--- config.mk ---
export PLATFORM = sky130hd
export DESIGN_NAME = race_channel
export DESIGN_NICKNAME = d
export VERILOG_FILES = /design/src/rtl/race_checker_pkg.sv /design/src/rtl/race_channel.sv
export SDC_FILE = /design/constraint.sdc
export NUM_CORES = 1
export LEC_CHECK = 0
export ABC_CLOCK_PERIOD_IN_PS = 4550
export CAP_MARGIN = 15
export CORE_MARGIN = 2
export CORE_UTILIZATION = 28
export CTS_CLUSTER_SIZE = 16
export DETAILED_ROUTE_END_ITERATION = 8
export SETUP_SLACK_MARGIN = 0.15
export SLEW_MARGIN = 30
export SYNTH_ARGS = -nofsm -noshare
export SYNTH_HDL_FRONTEND = slang
export SYNTH_SLANG_ARGS = --single-unit
export TNS_END_PERCENT = 100
--- constraint.sdc ---
create_clock -name clk -period 4.55 [get_ports clk]
set_input_delay 0.91 -clock clk [delete_from_list [all_inputs] [get_ports clk]]
set_output_delay 0.91 -clock clk [all_outputs]
set_load 0.03 [all_outputs]
--- src/rtl/race_checker_pkg.sv ---
// Shared types for the race checker: FSM states, tolerance modes and a saturating counter helper.
package race_checker_pkg;

    typedef enum logic [1:0] {
        IDLE = 2'd0,
        RUN  = 2'd1,
        PASS = 2'd2,
        FAIL = 2'd3
    } state_t;

    typedef enum logic {
        STRICT = 1'b0,
        SKEW   = 1'b1
    } mode_t;

    function automatic logic [15:0] sat_inc16(input logic [15:0] value);
        return (value == 16'hFFFF) ? value : value + 16'd1;
    endfunction

endpackage

--- src/rtl/race_channel.sv ---
// One counter pair: counts both producers, tracks inc_a events toward completion and
// flags when the modular difference between the counters exceeds the tolerance.
module race_channel
    import race_checker_pkg::*;
#(
    parameter int WIDTH     = 8,
    parameter int NUM_TESTS = 100
) (
    input  logic             clk,
    input  logic             rst_n,
    input  logic             clear,
    input  logic             run,
    input  logic             inc_a,
    input  logic             inc_b,
    input  logic [WIDTH-1:0] tol,
    output logic             viol,
    output logic             complete
);

    localparam int EVW = $clog2(NUM_TESTS + 1);

    logic [WIDTH-1:0] cnt_a_q, cnt_a_d;
    logic [WIDTH-1:0] cnt_b_q, cnt_b_d;
    logic [EVW-1:0]   ev_q, ev_d;
    logic [WIDTH-1:0] diff;
    logic [WIDTH-1:0] mag;

    always_comb begin
        cnt_a_d = cnt_a_q;
        cnt_b_d = cnt_b_q;
        ev_d    = ev_q;
        if (clear) begin
            cnt_a_d = '0;
            cnt_b_d = '0;
            ev_d    = '0;
        end else if (run) begin
            if (inc_a) cnt_a_d = cnt_a_q + WIDTH'(1);
            if (inc_b) cnt_b_d = cnt_b_q + WIDTH'(1);
            if (inc_a && (ev_q != EVW'(NUM_TESTS))) ev_d = ev_q + EVW'(1);
        end
    end

    // Modular subtraction keeps wrap-around of either counter from looking like a race;
    // the most negative difference maps to 2^(WIDTH-1), which always exceeds tol.
    always_comb begin
        diff     = cnt_a_q - cnt_b_q;
        mag      = diff[WIDTH-1] ? (~diff + WIDTH'(1)) : diff;
        viol     = run && (mag > tol);
        complete = (ev_q == EVW'(NUM_TESTS));
    end

    always_ff @(posedge clk) begin
        if (!rst_n) begin
            cnt_a_q <= '0;
            cnt_b_q <= '0;
            ev_q    <= '0;
        end else begin
            cnt_a_q <= cnt_a_d;
            cnt_b_q <= cnt_b_d;
            ev_q    <= ev_d;
        end
    end

endmodule

==> qor.csv, run 1 <==
stage,metric,value,unit
run_status,outcome,completed,
worst_setup_path,crit_top_cell,a21oi_1,
routing,post_drt_wl_per_cell,11.19,um
synth,synth_edf_count,0,
routing,drt_iter0_markers,92,
worst_setup_path,start_kind,flip-flop,
synth,ys_seq_area_share,26.34,%
pwr,pwr-share-clk,31.7,%
routing,wl,3469,um
hold_path,min_path_type,reg -> reg,
global_routing,grt_use_total,10.56,%
cells_and_area,num-fill-cells,645,
cells_and_area,layout.nets,271,
routing,remaining_drc_errors,0,
synth,syn_avg_cell_area,8.245,um^2
pwr,p_switching,0.00009716,W
worst_setup_path,r2r_slack,3030,ps
cts,cts-root-buf,clkbuf_8,
synth,yosys.cell_types.count,42,
synth,ys_top_cells_by_count,"nor2_1 (26), dfxtp_1 (23), inv_1 (22)",
synth,synth_seq_cells,23,
cells_and_area,final_util,35.38,%
worst_setup_path,slowest_stage,or4_1,
floorplan,dieArea,6891,um^2
sta,hold_ws,494.6,ps
floorplan,dieHeight,83.01,um
worst_setup_path,crit_chain,inv_1 -> ha_1 -> a21oi_1 -> a21oi_1 -> or4_1 -> nand2_1 -> mux2i_1 -> ha_1 -> nor2b_1 -> o21a_1 -> o21ai_0 -> a21oi_1 -> o221a_2 -> buf_4,
cts,clock_sinks,23,
worst_setup_path,max_stage_delay,430,ps
global_routing,grt_max_degree,24,
sta,finalSetupTns,0,ps
worst_setup_path,cp_top_family,compound AO/OA/AOI/OAI gates,
worst_setup_path,worstPathArrival,3300,ps
sta,fin_ws,339.7,ps
worst_setup_path,crit_buf_inv,2,
synth,syn_area,1748,um^2
sta,setup_viol,0,
placed_design,dp_hpwl,2783,um
sta,rsz0062_at_grt,false,
global_routing,grt_pass1_wl,6237,um
pwr,total_leakage_power,0.8263,nW
sta,fin_crit_sh,92.53,%
routing,drt-pass1-iter-count,4,
cts,clk_path_buf_depth,2,
pwr,p_seq_share,51.3,%
global_routing,antenna_found_initial,0,
placed_design,port_buffers,15,
floorplan,coreArea,5991,um^2
synth,synth.most_common_cell,nor2_1,
floorplan,die_w,83.01,um
global_routing,first_global_vias,1473,
cells_and_area,drive_gt1_share,13.62,%
cells_and_area,antenna_cells,0,
worst_setup_path,worstSetupPathType,reg -> out,
cts,cts_tree,done,
placed_design,dpl_worst_slack,16.51,ps
synth,async_reset_ff_share,0,%
sta,relSlewSlack,41.39,%
sta,fmax,237.5,MHz
synth,yosysTopAreaCell,dfxtp_1,
placed_design,routabilityCongestion,0.7269,
sta,worst_slew_pin_slew,879.1,ps
cts,clk_latency,260,ps
sta,skew,3.675,ps
cells_and_area,finalInstanceArea,2120,um^2
global_routing,gr-total-overflow,0,
synth,syn-num-nets,247,
sta,hold_viol,0,
synth,synthTopCellsByArea,"dfxtp_1 (26%), ha_1 (14%), xnor2_1 (6.5%), xor2_1 (6.0%), nor2_1 (5.6%)",
cells_and_area,syn_to_final_growth,21.26,%
pwr,p_sw_share,24.48,%
routing,via_count,1480,
worst_setup_path,end_kind,primary output,
worst_setup_path,worst-path-max-fanout,5,
synth,yosys.area.top_type_share,26.34,%
routing,vias_per_cell,4.774,
pwr,power_frac_comb,16.9,%
pwr,p_int,0.0002997,W
cts,numCtsBuffers,3,
sta,min_period,4210,ps
synth,synth_warnings,0,
synth,ys.flop_type,dfxtp_1,
routing,ant_nets,0,
flow_run,max_cap_violations,0,
worst_setup_path,cp.required,3640,ps
pwr,vdd.ir_drop.worst,0.1319,mV
cts,h-tree-depth,1,
placed_design,placed_cell_area,2023,um^2
pwr,pwr_density_cell,187.2,nW/um^2
cts,clkSlewWorstSetupHoldPaths,80,ps
floorplan,ios,16,
synth,synthCells,212,
floorplan,start_util,29.18,%
sta,slew_viol_final,0,
floorplan,rows,28,
-- state kept, by name, indices dropped and copies added (netlist names) --
signal	cells
cnt_a_q	8
cnt_b_q	8
ev_q	7
-- per-layer routing --
| layer | vias to the layer above | GRT usage [%] | part of all wire [%] |
|---|---|---|---|
| li1 | 782 | - | - |
| met1 | 675 | 12.26 | 46 |
| met2 | 18 | 19.50 | 50 |
| met3 | 5 | 1.392 | 2.4 |
| met4 | 0 | 4.024 | 1.6 |
| met5 | - | 0 | 0 |
-- layout make-up --
cell class | count | area, um^2 | area share (%)
multi-input combinational | 162 | 1220 | 57.56
sequential | 23 | 462.9 | 21.84
timing repair buffer | 24 | 215.2 | 10.15
tap | 75 | 93.84 | 4.427
inverter | 22 | 82.58 | 3.896
clock buffer | 4 | 45.04 | 2.125
-- power by group through the flow --
stage / Combinational (W) / Clock (W) / Sequential [W]
floorplan: 0.0000420 / 0 / 0.000208
global placement: 0.0000636 / 0 / 0.000208
detailed placement: 0.0000656 / 0 / 0.000208
CTS: 0.0000670 / 0.000130 / 0.000204
finish: 0.0000672 / 0.000126 / 0.000204
global route: 0.0000755 / 0.000137 / 0.000204
-- placed cells by master, fill, tap and decap left out, types with 3 or more instances in the layout --
cell type        netlist  routed
a21oi_1               11      10
buf_4                  0      10
clkbuf_8               0       3
clkdlybuf4s50_1        0      14
dfxtp_1               23      21
ha_1                  20      16
ha_2                   0       4
inv_1                 22      22
nand2_1               11      11
nand3_1                8       8
nand3b_1               3       3
nand4_1               10      10
nor2_1                26      25
nor2b_1                4       4
nor4_1                 3       3
o21ai_0                6       5
or3_1                  4       4
or4_1                  3       3
xnor2_1               13      12
xor2_1                12      12
-- timing repair --
action                                  CTS  global route
resized for setup                        10             9
hold buffers                              0             0
endpoints found under the setup margin    1             1
endpoints found under the hold margin     0             0
pin swaps                                 4             4
buffers inserted                          1             0
-- worst register-to-register path, cell delays in order (launching register included) --
cell and delay, ps:
dfxtp_1 360, inv_1 70, ha_1 140, nand2_1 70, o41a_1 400, nand4_1 140
xor2_1 150, nor2_1 50
-- through the flow --
stage,total power [W],std cells
after floorplan,0.0002503,212
after global placement,0.0002719,305
after detailed placement,0.0002740,305
after CTS,0.0004011,310
final,0.0003969,310
after global routing,0.0004168,310
-- worst paths after layout --
path                                 start    endpoint  cells after the start
worst max register to register     ev_q[0]     ev_q[3]                      7
worst min register to register  cnt_b_q[6]  cnt_b_q[6]                      2
worst max-delay path            cnt_b_q[2]        viol                     14
worst min-delay path            cnt_b_q[6]  cnt_b_q[6]                      2
-- cells by family (layout without fill, tap and decap cells) --
group / Yosys count / count (layout) / synth area share (%)
XOR/XNOR: 26 / 26 / 13.46
buffers and inverters: 27 / 50 / 6.371
AND/OR/NAND/NOR: 81 / 81 / 23.76
adder cells (fa/ha/maj): 21 / 21 / 15.46
AO/OA/AOI/OAI: 31 / 31 / 12.81
flip-flops: 23 / 23 / 26.34
multiplexers: 3 / 3 / 1.790
No activity file was read; power rests on OpenSTA's default activity.
==> inputs of run 2 (changes only) <==
--- a/config.mk
+++ b/config.mk
@@ -7,10 +7,13 @@
 export LEC_CHECK = 0
 export ABC_CLOCK_PERIOD_IN_PS = 4550
 export CAP_MARGIN = 15
+export CELL_PAD_IN_SITES_DETAIL_PLACEMENT = 1
+export CELL_PAD_IN_SITES_GLOBAL_PLACEMENT = 1
 export CORE_MARGIN = 2
 export CORE_UTILIZATION = 28
 export CTS_CLUSTER_SIZE = 16
 export DETAILED_ROUTE_END_ITERATION = 8
+export PLACE_DENSITY_LB_ADDON = 0.1
 export SETUP_SLACK_MARGIN = 0.15
 export SLEW_MARGIN = 30
 export SYNTH_ARGS = -nofsm -noshare
==> constraint.sdc (replaced) <==
create_clock -name clk -period 4.55 [get_ports clk]
set_input_delay 0.6825 -clock clk [delete_from_list [all_inputs] [get_ports clk]]
set_output_delay 0.6825 -clock clk [all_outputs]
set_load 0.03 [all_outputs]
==> qor.csv, run 2 (synthesized netlist as in run 1, its figures left out) <==
stage,metric,value,unit,change
run_status,outcome,completed,,unchanged
cts,cts_tree,done,,unchanged
floorplan,rows,28,,unchanged
placed_design,dp_hpwl,3187,um,was 2783 um
cts,numCtsBuffers,3,,unchanged
pwr,pwr-share-clk,31.9,%,was 31.7%
cts,cts-root-buf,clkbuf_8,,unchanged
worst_setup_path,worst-path-max-fanout,4,,was 5
global_routing,first_global_vias,1545,,was 1473
floorplan,start_util,29.18,%,unchanged
floorplan,coreArea,5991,um^2,unchanged
worst_setup_path,rr_endpoint,ev_q[3],,unchanged
worst_setup_path,rr_worst_depth,7,,unchanged
sta,hold_viol,0,,unchanged
global_routing,antenna_found_initial,0,,unchanged
sta,fmax,238.7,MHz,was 237.5 MHz
placed_design,place_inst,301,,was 305
routing,ant_nets,0,,unchanged
cells_and_area,reg_top3,"cnt_a_q x8, cnt_b_q x8, ev_q x7",,unchanged
routing,drt-pass1-iter-count,4,,unchanged
cts,clock_sinks,23,,unchanged
hold_path,hp-start,cnt_b_q[6],,unchanged
sta,fin_ws,360.0,ps,was 339.7 ps
sta,relSlewSlack,66.17,%,was 41.39%
sta,finalSetupTns,0,ps,unchanged
sta,worst_slew_pin_slew,507.5,ps,was 879.1 ps
routing,wl,4000,um,was 3469 um
global_routing,grt_use_total,12.32,%,was 10.56%
pwr,p_switching,0.00009896,W,was 0.00009716 W
sta,rsz0062_at_grt,false,,unchanged
floorplan,die_w,83.01,um,unchanged
sta,setup_viol,0,,unchanged
hold_path,min_path_type,reg -> reg,,unchanged
pwr,vdd.ir_drop.worst,0.1105,mV,was 0.1319 mV
sta,fin_crit_sh,92.09,%,was 92.53%
worst_setup_path,start_kind,flip-flop,,unchanged
routing,via_count,1467,,was 1480
flow_run,max_cap_violations,0,,unchanged
pwr,power_frac_comb,16.8,%,was 16.9%
pwr,p_seq_share,51.3,%,about the same
worst_setup_path,worstPathArrival,3510,ps,was 3300 ps
cts,clk_path_buf_depth,2,,unchanged
routing,post_drt_wl_per_cell,13.07,um,was 11.19 um
pwr,p_sw_share,24.90,%,was 24.48%
placed_design,routabilityCongestion,0.7426,,was 0.7269
cts,h-tree-depth,1,,unchanged
floorplan,dieArea,6891,um^2,unchanged
routing,vias_per_cell,4.794,,was 4.774
pwr,p_int,0.0002985,W,was 0.0002997 W
worst_setup_path,crit_start,cnt_a_q[0],,was cnt_b_q[2]
cells_and_area,layout.nets,267,,was 271
worst_setup_path,end_kind,primary output,,unchanged
routing,remaining_drc_errors,0,,unchanged
cells_and_area,syn_to_final_growth,19.26,%,was 21.26%
pwr,total_leakage_power,0.8133,nW,was 0.8263 nW
hold_path,hold_end,cnt_b_q[6],,unchanged
placed_design,dpl_worst_slack,57.68,ps,was 16.51 ps
cts,cts_hold_buffers,0,,unchanged
worst_setup_path,cp.required,3870,ps,was 3640 ps
pwr,p_total,0.0003974,W,was 0.0003969 W
cells_and_area,final_cell_mix,"nor2_1 (26), inv_1 (22), dfxtp_1 (22)",,"was nor2_1 (25), inv_1 (22), dfxtp_1 (21)"
cells_and_area,num-fill-cells,714,,was 645
hold_path,holdPathStages,2,,unchanged
sta,slew_viol_final,0,,unchanged
global_routing,grt_max_degree,24,,unchanged
cells_and_area,layout.cells.non_filler,306,,was 310
cells_and_area,antenna_cells,0,,unchanged
routing,drt_iter0_markers,31,,was 92
floorplan,dieHeight,83.01,um,unchanged
placed_design,port_buffers,15,,unchanged
pwr,pwr_density_cell,190.7,nW/um^2,was 187.2 nW/um^2
global_routing,gr-total-overflow,0,,unchanged
cts,clkSlewWorstSetupHoldPaths,80,ps,about the same
worst_setup_path,worstSetupPathType,reg -> out,,unchanged
cells_and_area,layout_commonest_cell,nor2_1,,unchanged
cells_and_area,drive_gt1_share,11.26,%,was 13.62%
worst_setup_path,r2r-start,ev_q[0],,unchanged
worst_setup_path,r2r_slack,3070,ps,was 3030 ps
sta,min_period,4190,ps,was 4210 ps
sta,skew,3.675,ps,about the same
cts,clk_latency,260,ps,about the same
floorplan,ios,16,,unchanged
global_routing,grt_pass1_wl,7141,um,was 6237 um
run 2: layout make-up:
class / instances / area, um^2 / share of cell area, %
multi-input cells: 162 / 1219 / 58.46
flip-flops and latches: 23 / 461.7 / 22.15
repair buffers: 20 / 182.7 / 8.763
well taps: 75 / 93.84 / 4.502
inverters: 22 / 82.58 / 3.962
clock buffers: 4 / 45.04 / 2.161
run 2: critical path: stages (launching register included):
cell and delay (ps):
dfxtp_2 370, inv_1 50, ha_2 200, fa_1 590
ha_2 200, nand3_1 70, mux2_2 300, o311ai_2 280
xnor2_1 130, ha_1 310, nor2b_1 130, o21ai_1 130
nand2b_1 80, o221a_2 220, buf_2 170
run 2: power by group through the flow:
stage / Sequential, W / Combinational, W / Clock (W)
global route: 0.000204 / 0.0000759 / 0.000142
detailed placement: 0.000209 / 0.0000649 / 0
CTS: 0.000204 / 0.0000656 / 0.000134
floorplan: 0.000208 / 0.0000420 / 0
finish: 0.000204 / 0.0000667 / 0.000127
global placement: 0.000209 / 0.0000651 / 0
run 2: metal layers:
layer / track usage (%) / part of all wire, % / vias up / wire, um
li1: - / - / 770 / -
met1: 17.28 / 54 / 681 / 2140
met2: 19.79 / 44 / 12 / 1747
met3: 1.392 / 1.8 / 4 / 72
met4: 3.726 / 1.0 / 0 / 40
met5: 0 / 0 / - / 0
run 2: worst max-delay path by stage:
stage | to | slack (ps) | cells after the start
floorplan | viol | 930 | 13
global placement | viol | 20 | 14
detailed placement | viol | 60 | 14
CTS | viol | 190 | 14
global route | viol | 150 | 14
finish | viol | 360 | 14
run 2: per-stage QoR:
| stage | hold WS, ps | area (um^2) | util [%] |
|---|---|---|---|
| global route | 530.2 | 2085 | 34.80 |
| global placement | 473.0 | 1993 | 33.27 |
| floorplan | 458.1 | 1748 | - |
| finish | 497.3 | 2085 | 34.80 |
| CTS | 498.0 | 2048 | 34.19 |
| detailed placement | 485.4 | 1993 | 33.27 |
run 2: repair_timing:
| action | in CTS | in global routing |
|---|---|---|
| resized for setup | 5 | 10 |
| pin swaps | 0 | 6 |
| setup endpoints to repair | 1 | 1 |
| buffers inserted | 0 | 1 |
==> inputs of run 3 (changes only) <==
--- a/config.mk
+++ b/config.mk
@@ -10,7 +10,7 @@
 export CELL_PAD_IN_SITES_DETAIL_PLACEMENT = 1
 export CELL_PAD_IN_SITES_GLOBAL_PLACEMENT = 1
 export CORE_MARGIN = 2
-export CORE_UTILIZATION = 28
+export CORE_UTILIZATION = 43
 export CTS_CLUSTER_SIZE = 16
 export DETAILED_ROUTE_END_ITERATION = 8
 export PLACE_DENSITY_LB_ADDON = 0.1
==> qor.csv, run 3 (synthesized netlist as in run 1, its figures left out) <==
stage,metric,value,unit,change
cells_and_area,regArea,461.7,um^2,unchanged
global_routing,first_global_vias,1572,,was 1545
cts,cts_tree,done,,unchanged
routing,ant_nets,0,,unchanged
flow_run,max_cap_violations,0,,unchanged
cells_and_area,finalInstanceArea,2077,um^2,was 2085 um^2
routing,post_drt_wl_per_cell,15.01,um,was 13.07 um
cells_and_area,reg_top3,"cnt_a_q x8, cnt_b_q x8, ev_q x7",,unchanged
sta,fmax,237.7,MHz,was 238.7 MHz
cells_and_area,layout_commonest_cell,nor2_1,,unchanged
cells_and_area,syn_to_final_growth,18.83,%,was 19.26%
routing,vias_per_cell,5.528,,was 4.794
sta,hold_viol,0,,unchanged
floorplan,rows,23,,was 28
routing,drt_iter0_markers,45,,was 31
floorplan,ios,16,,unchanged
cts,clkSlewWorstSetupHoldPaths,80,ps,about the same
hold_path,min_path_type,reg -> reg,,unchanged
worst_setup_path,worstSetupPathType,reg -> out,,unchanged
placed_design,dp_hpwl,3333,um,was 3187 um
routing,via_count,1559,,was 1467
sta,skew,3.907,ps,was 3.675 ps
sta,relSlewSlack,41.72,%,was 66.17%
cts,cts-root-buf,clkbuf_8,,unchanged
floorplan,dieHeight,67.76,um,was 83.01 um
cts,clock_sinks,23,,unchanged
sta,fin_crit_sh,92.44,%,was 92.09%
routing,remaining_drc_errors,0,,unchanged
sta,rsz0062_at_grt,false,,unchanged
sta,worst_slew_pin_slew,874.2,ps,was 507.5 ps
pwr,pwr_density_cell,194.6,nW/um^2,was 190.7 nW/um^2
cts,clk_latency,270,ps,was 260 ps
cells_and_area,drive_gt1_share,12.50,%,was 11.26%
worst_setup_path,end_kind,primary output,,unchanged
global_routing,grt_max_degree,24,,unchanged
floorplan,start_util,44.34,%,was 29.18%
sta,slew_viol_final,0,,unchanged
cts,cts_hold_buffers,0,,unchanged
cts,numCtsBuffers,3,,unchanged
floorplan,coreArea,3943,um^2,was 5991 um^2
floorplan,dieArea,4591,um^2,was 6891 um^2
cells_and_area,final_cell_mix,"nor2_1 (26), inv_1 (22), dfxtp_1 (22)",,unchanged
cells_and_area,num-fill-cells,498,,was 714
global_routing,gr-total-overflow,0,,unchanged
sta,setup_viol,0,,unchanged
cells_and_area,antenna_cells,0,,unchanged
pwr,total_leakage_power,0.8165,nW,was 0.8133 nW
floorplan,die_w,67.76,um,was 83.01 um
worst_setup_path,cp.required,3870,ps,about the same
sta,min_period,4206,ps,was 4190 ps
global_routing,grt_pass1_wl,7024,um,was 7141 um
worst_setup_path,start_kind,flip-flop,,unchanged
routing,drt-pass1-iter-count,4,,unchanged
pwr,vdd.ir_drop.worst,0.09550,mV,was 0.1105 mV
cells_and_area,layout.nets,268,,was 267
global_routing,grt_use_total,20.13,%,was 12.32%
global_routing,antenna_found_initial,0,,unchanged
run_status,outcome,completed,,unchanged
routing,wl,4232,um,was 4000 um
worst_setup_path,worstPathArrival,3520,ps,was 3510 ps
placed_design,routabilityCongestion,0.7842,,was 0.7426
placed_design,placed_cell_area,1947,um^2,was 1993 um^2
placed_design,port_buffers,15,,unchanged
worst_setup_path,worst-path-max-fanout,4,,unchanged
cts,clk_path_buf_depth,2,,unchanged
cells_and_area,multi_input_area,1234,um^2,was 1219 um^2
sta,finalSetupTns,0,ps,unchanged
cts,h-tree-depth,1,,unchanged
==> run 3: path summary, 6_finish.rpt <==
kind,from,slack (ps),depth (start not counted),to
hold reg to reg,cnt_b_q[6],500,2,cnt_b_q[6]
hold / removal,cnt_b_q[6],500,2,cnt_b_q[6]
setup reg to reg,ev_q[0],3020,7,ev_q[3]
setup / recovery,cnt_a_q[0],340,14,viol
==> run 3: routing by layer <==
layer	global-route usage (%)	part of all wire, %	wire length, um
met2	37.50	53	2226
met3	3.333	2.5	105
met1	23.56	44	1854
met4	5.102	1.1	46
met5	0	0	0
==> run 3: per-stage QoR <==
step	power (W)	util (%)	std cells	worst slack [ps]	hold slack, ps
5_1_grt	0.0004243	52.68	282	172.5	544.2
3_5_place_dp	0.0002745	49.38	274	106.5	487.4
2_1_floorplan	0.0002503	-	212	933.8	458.1
4_1_cts	0.0004048	50.75	278	176.7	499.8
6_report	0.0004042	52.68	282	343.8	496.7
3_3_place_gp	0.0002700	49.38	274	256.0	468.7
==> run 3: cell type report <==
class / instances / share of cell area (%)
Clock buffer: 3 / 1.988
Inverter: 22 / 3.976
Tap cell: 50 / 3.012
Multi-Input combinational cell: 162 / 59.40
Sequential cell: 23 / 22.23
Timing Repair Buffer: 21 / 9.157
Clock inverter: 1 / 0.2410
==> run 3: power by group <==
part	switching (W)	total, W	internal (W)
Combinational	0.0000349	0.0000709	0.0000360
Clock	0.0000680	0.000129	0.0000613
Sequential	0.00000164	0.000204	0.000202
==> run 3: critical path: stages, from the launching register on <==
cell and delay (ps):
dfxtp_2 370, inv_1 50, ha_2 200, fa_2 590
ha_2 200, nand3_1 90, mux2_2 310, o311ai_2 280
xnor2_1 170, ha_1 280, nor2b_1 140, o21ai_1 130
nand2b_1 70, o221a_2 220, buf_2 170
==> run 3: repair_timing <==
action                                  in CTS  in global routing
endpoints found under the setup margin       1                  1
buffers inserted                             0                  4
pin swaps                                    0                  4
gates cloned                                 0                  0
gates resized for setup                      5                 13
==> RTL change, RTL diff (settings of run 3) <==
Reset style: asynchronous (`rst_n`), changed in one clocked block.
--- a/src/rtl/race_channel.sv
+++ b/src/rtl/race_channel.sv
@@ -50,5 +50,5 @@
     end
 
-    always_ff @(posedge clk) begin
+    always_ff @(posedge clk or negedge rst_n) begin
         if (!rst_n) begin
             cnt_a_q <= '0;
Check against the original RTL: differs if rst_n is asserted again (counterexample within 4 cycles, from zero or initial values and one cycle with rst_n low); with rst_n held inactive, the same outputs for 10 cycles.
==> RTL change against run 3 <==
Clock skew up 0.0028 ns. Critical path type unchanged. Sequential cell count stayed put. Synthesized area rose by 7.7%. Routed wire length increased by 2.5%. Setup slack worse by 0.030 ns. Non-clock buffer count unchanged. Via count decreased by 1.5%. Design area up 6.1%. Fmax shrank 0.70%.
Power is not compared: it rests on default switching activity, and its combinational part moved more than twofold at a synthesized area within 25%.
==> RTL change: results (changes against run 3) <==
Yosys
The multiplexer share of the synthesized area was 1.13% (-0.66 points). The count of cell types in the netlist came to 41 (-2.4%). The async set-or-reset flop fraction in the synthesized netlist is 100% (+100 points). In the post-synthesis netlist, the biggest area contributors are sky130_fd_sc_hd__dfrtp_1 31%, sky130_fd_sc_hd__ha_1 13%, sky130_fd_sc_hd__xnor2_1 7.9%. The synthesized netlist net count was 249 (+0.81%).

The xor/xnor share of the synthesized area is 13.9% (+0.43 points). The mean cell area of the mapped netlist is 8.80 um^2 (+6.7%). The adder and majority cell fraction of the synthesized area came to 14.4% (-1.1 points). In the synthesized netlist the dominant register cell turns out to be sky130_fd_sc_hd__dfrtp_1. The share of synthesized area occupied by flip-flops and latches is 30.6% (+4.2 points).

Placed design
The post-placement cell count is 279 (+1.8%). The post-detailed-placement cell area is 0.00209 mm^2 (+7.3%). The global placer's final weighted congestion is 0.783 (-0.19%). The placed wire-length estimate is 3.43 mm (+3.0%).

Route
The detailed route wirelength on metal2 was 2.28 mm (+2.3%). The routed wire length per instance is 15.2 um (+1.1%). The initial detailed-routing violation count was 52 (+16%).

The sum of met3 wire segment lengths after detailed routing is 65 um (-38%). The ratio of routed vias to standard cells is 5.37 (-2.9%). The met1 layer wirelength in the final routing is 1.96 mm (+5.6%).

CTS
The count of instances resized after the clock tree is built is 6 (+1).

GRT
The pin count of the biggest net entering global routing is 26 (+8.3%). The met1 capacity usage during global routing is 23.9% (+0.34 points). The met2 track demand over resource in global routing came to 33.4% (-4.1 points). The global-route wire length before repair came to 7.34 mm (+4.5%). The number of global-route vias before repair came to 1619 (+3.0%).

Cells and area
The multi-input combinational cell area is 0.00124 mm^2 (+0.61%). The filler cell count in the final layout is 515 (+3.4%). The final instance count without filler cells is 286 (+1.4%). The fraction of final layout cells sized beyond drive strength 1 came to 12.4% (-0.11 points).

Hold path
The min-delay analysis places its worst path in the category primary input to asynchronous set/reset pin.

Setup path
The maximum fanout count along the critical path was 3 (-1). The data arrival time at the worst-slack endpoint came to 3.55 ns (+0.03 ns).

Timing
The relative slew slack came to 41.0% (-0.74 points).

Outcome
The flow ran to the end, and the final reports show no timing, DRC or antenna violations.
-- RTL change: final timing paths --
| path | start | to | slack [ns] |
|---|---|---|---|
| max reg2reg | ev_q[0] | ev_q[5] | 2.66 |
| max | cnt_a_q[0] | viol | 0.31 |
| min reg2reg | ev_q[6] | ev_q[6] | 0.55 |
| max in group asynchronous | rst_n | cnt_b_q[0] | 3.80 |
| min in group clk | ev_q[6] | ev_q[6] | 0.55 |
| min | rst_n | cnt_b_q[4] | 0.38 |
-- RTL change: worst max-delay path, cell delays in order (launching register included) --
cell,delay [ns]
sky130_fd_sc_hd__dfrtp_1,0.35
sky130_fd_sc_hd__inv_1,0.08
sky130_fd_sc_hd__ha_2,0.21
sky130_fd_sc_hd__fa_1,0.59
sky130_fd_sc_hd__ha_2,0.21
sky130_fd_sc_hd__nand3_1,0.08
sky130_fd_sc_hd__mux2_2,0.32
sky130_fd_sc_hd__o311ai_4,0.28
sky130_fd_sc_hd__xnor2_1,0.16
sky130_fd_sc_hd__ha_1,0.26
sky130_fd_sc_hd__nor2b_1,0.13
sky130_fd_sc_hd__o21ai_0,0.15
sky130_fd_sc_hd__nand2b_1,0.08
sky130_fd_sc_hd__o221a_2,0.22
sky130_fd_sc_hd__buf_2,0.17
-- RTL change: final cells by class --
type	count	share of cell area, %
multi-input combinational	162	56.3
tap	52	2.95
timing repair buffer	21	8.40
clock buffer	3	1.87
inverter	24	4.09
clock inverter	1	0.227
sequential	23	26.1
-- RTL change: kinds of logic after synthesis --
kind of cell,count (synthesis)
and+or+nand+nor,80
adders and majority gates,21
xor gates and xnor gates,29
DFF,23
muxes,2
buffers and inverters,29
AOI/OAI and AO/OA,30
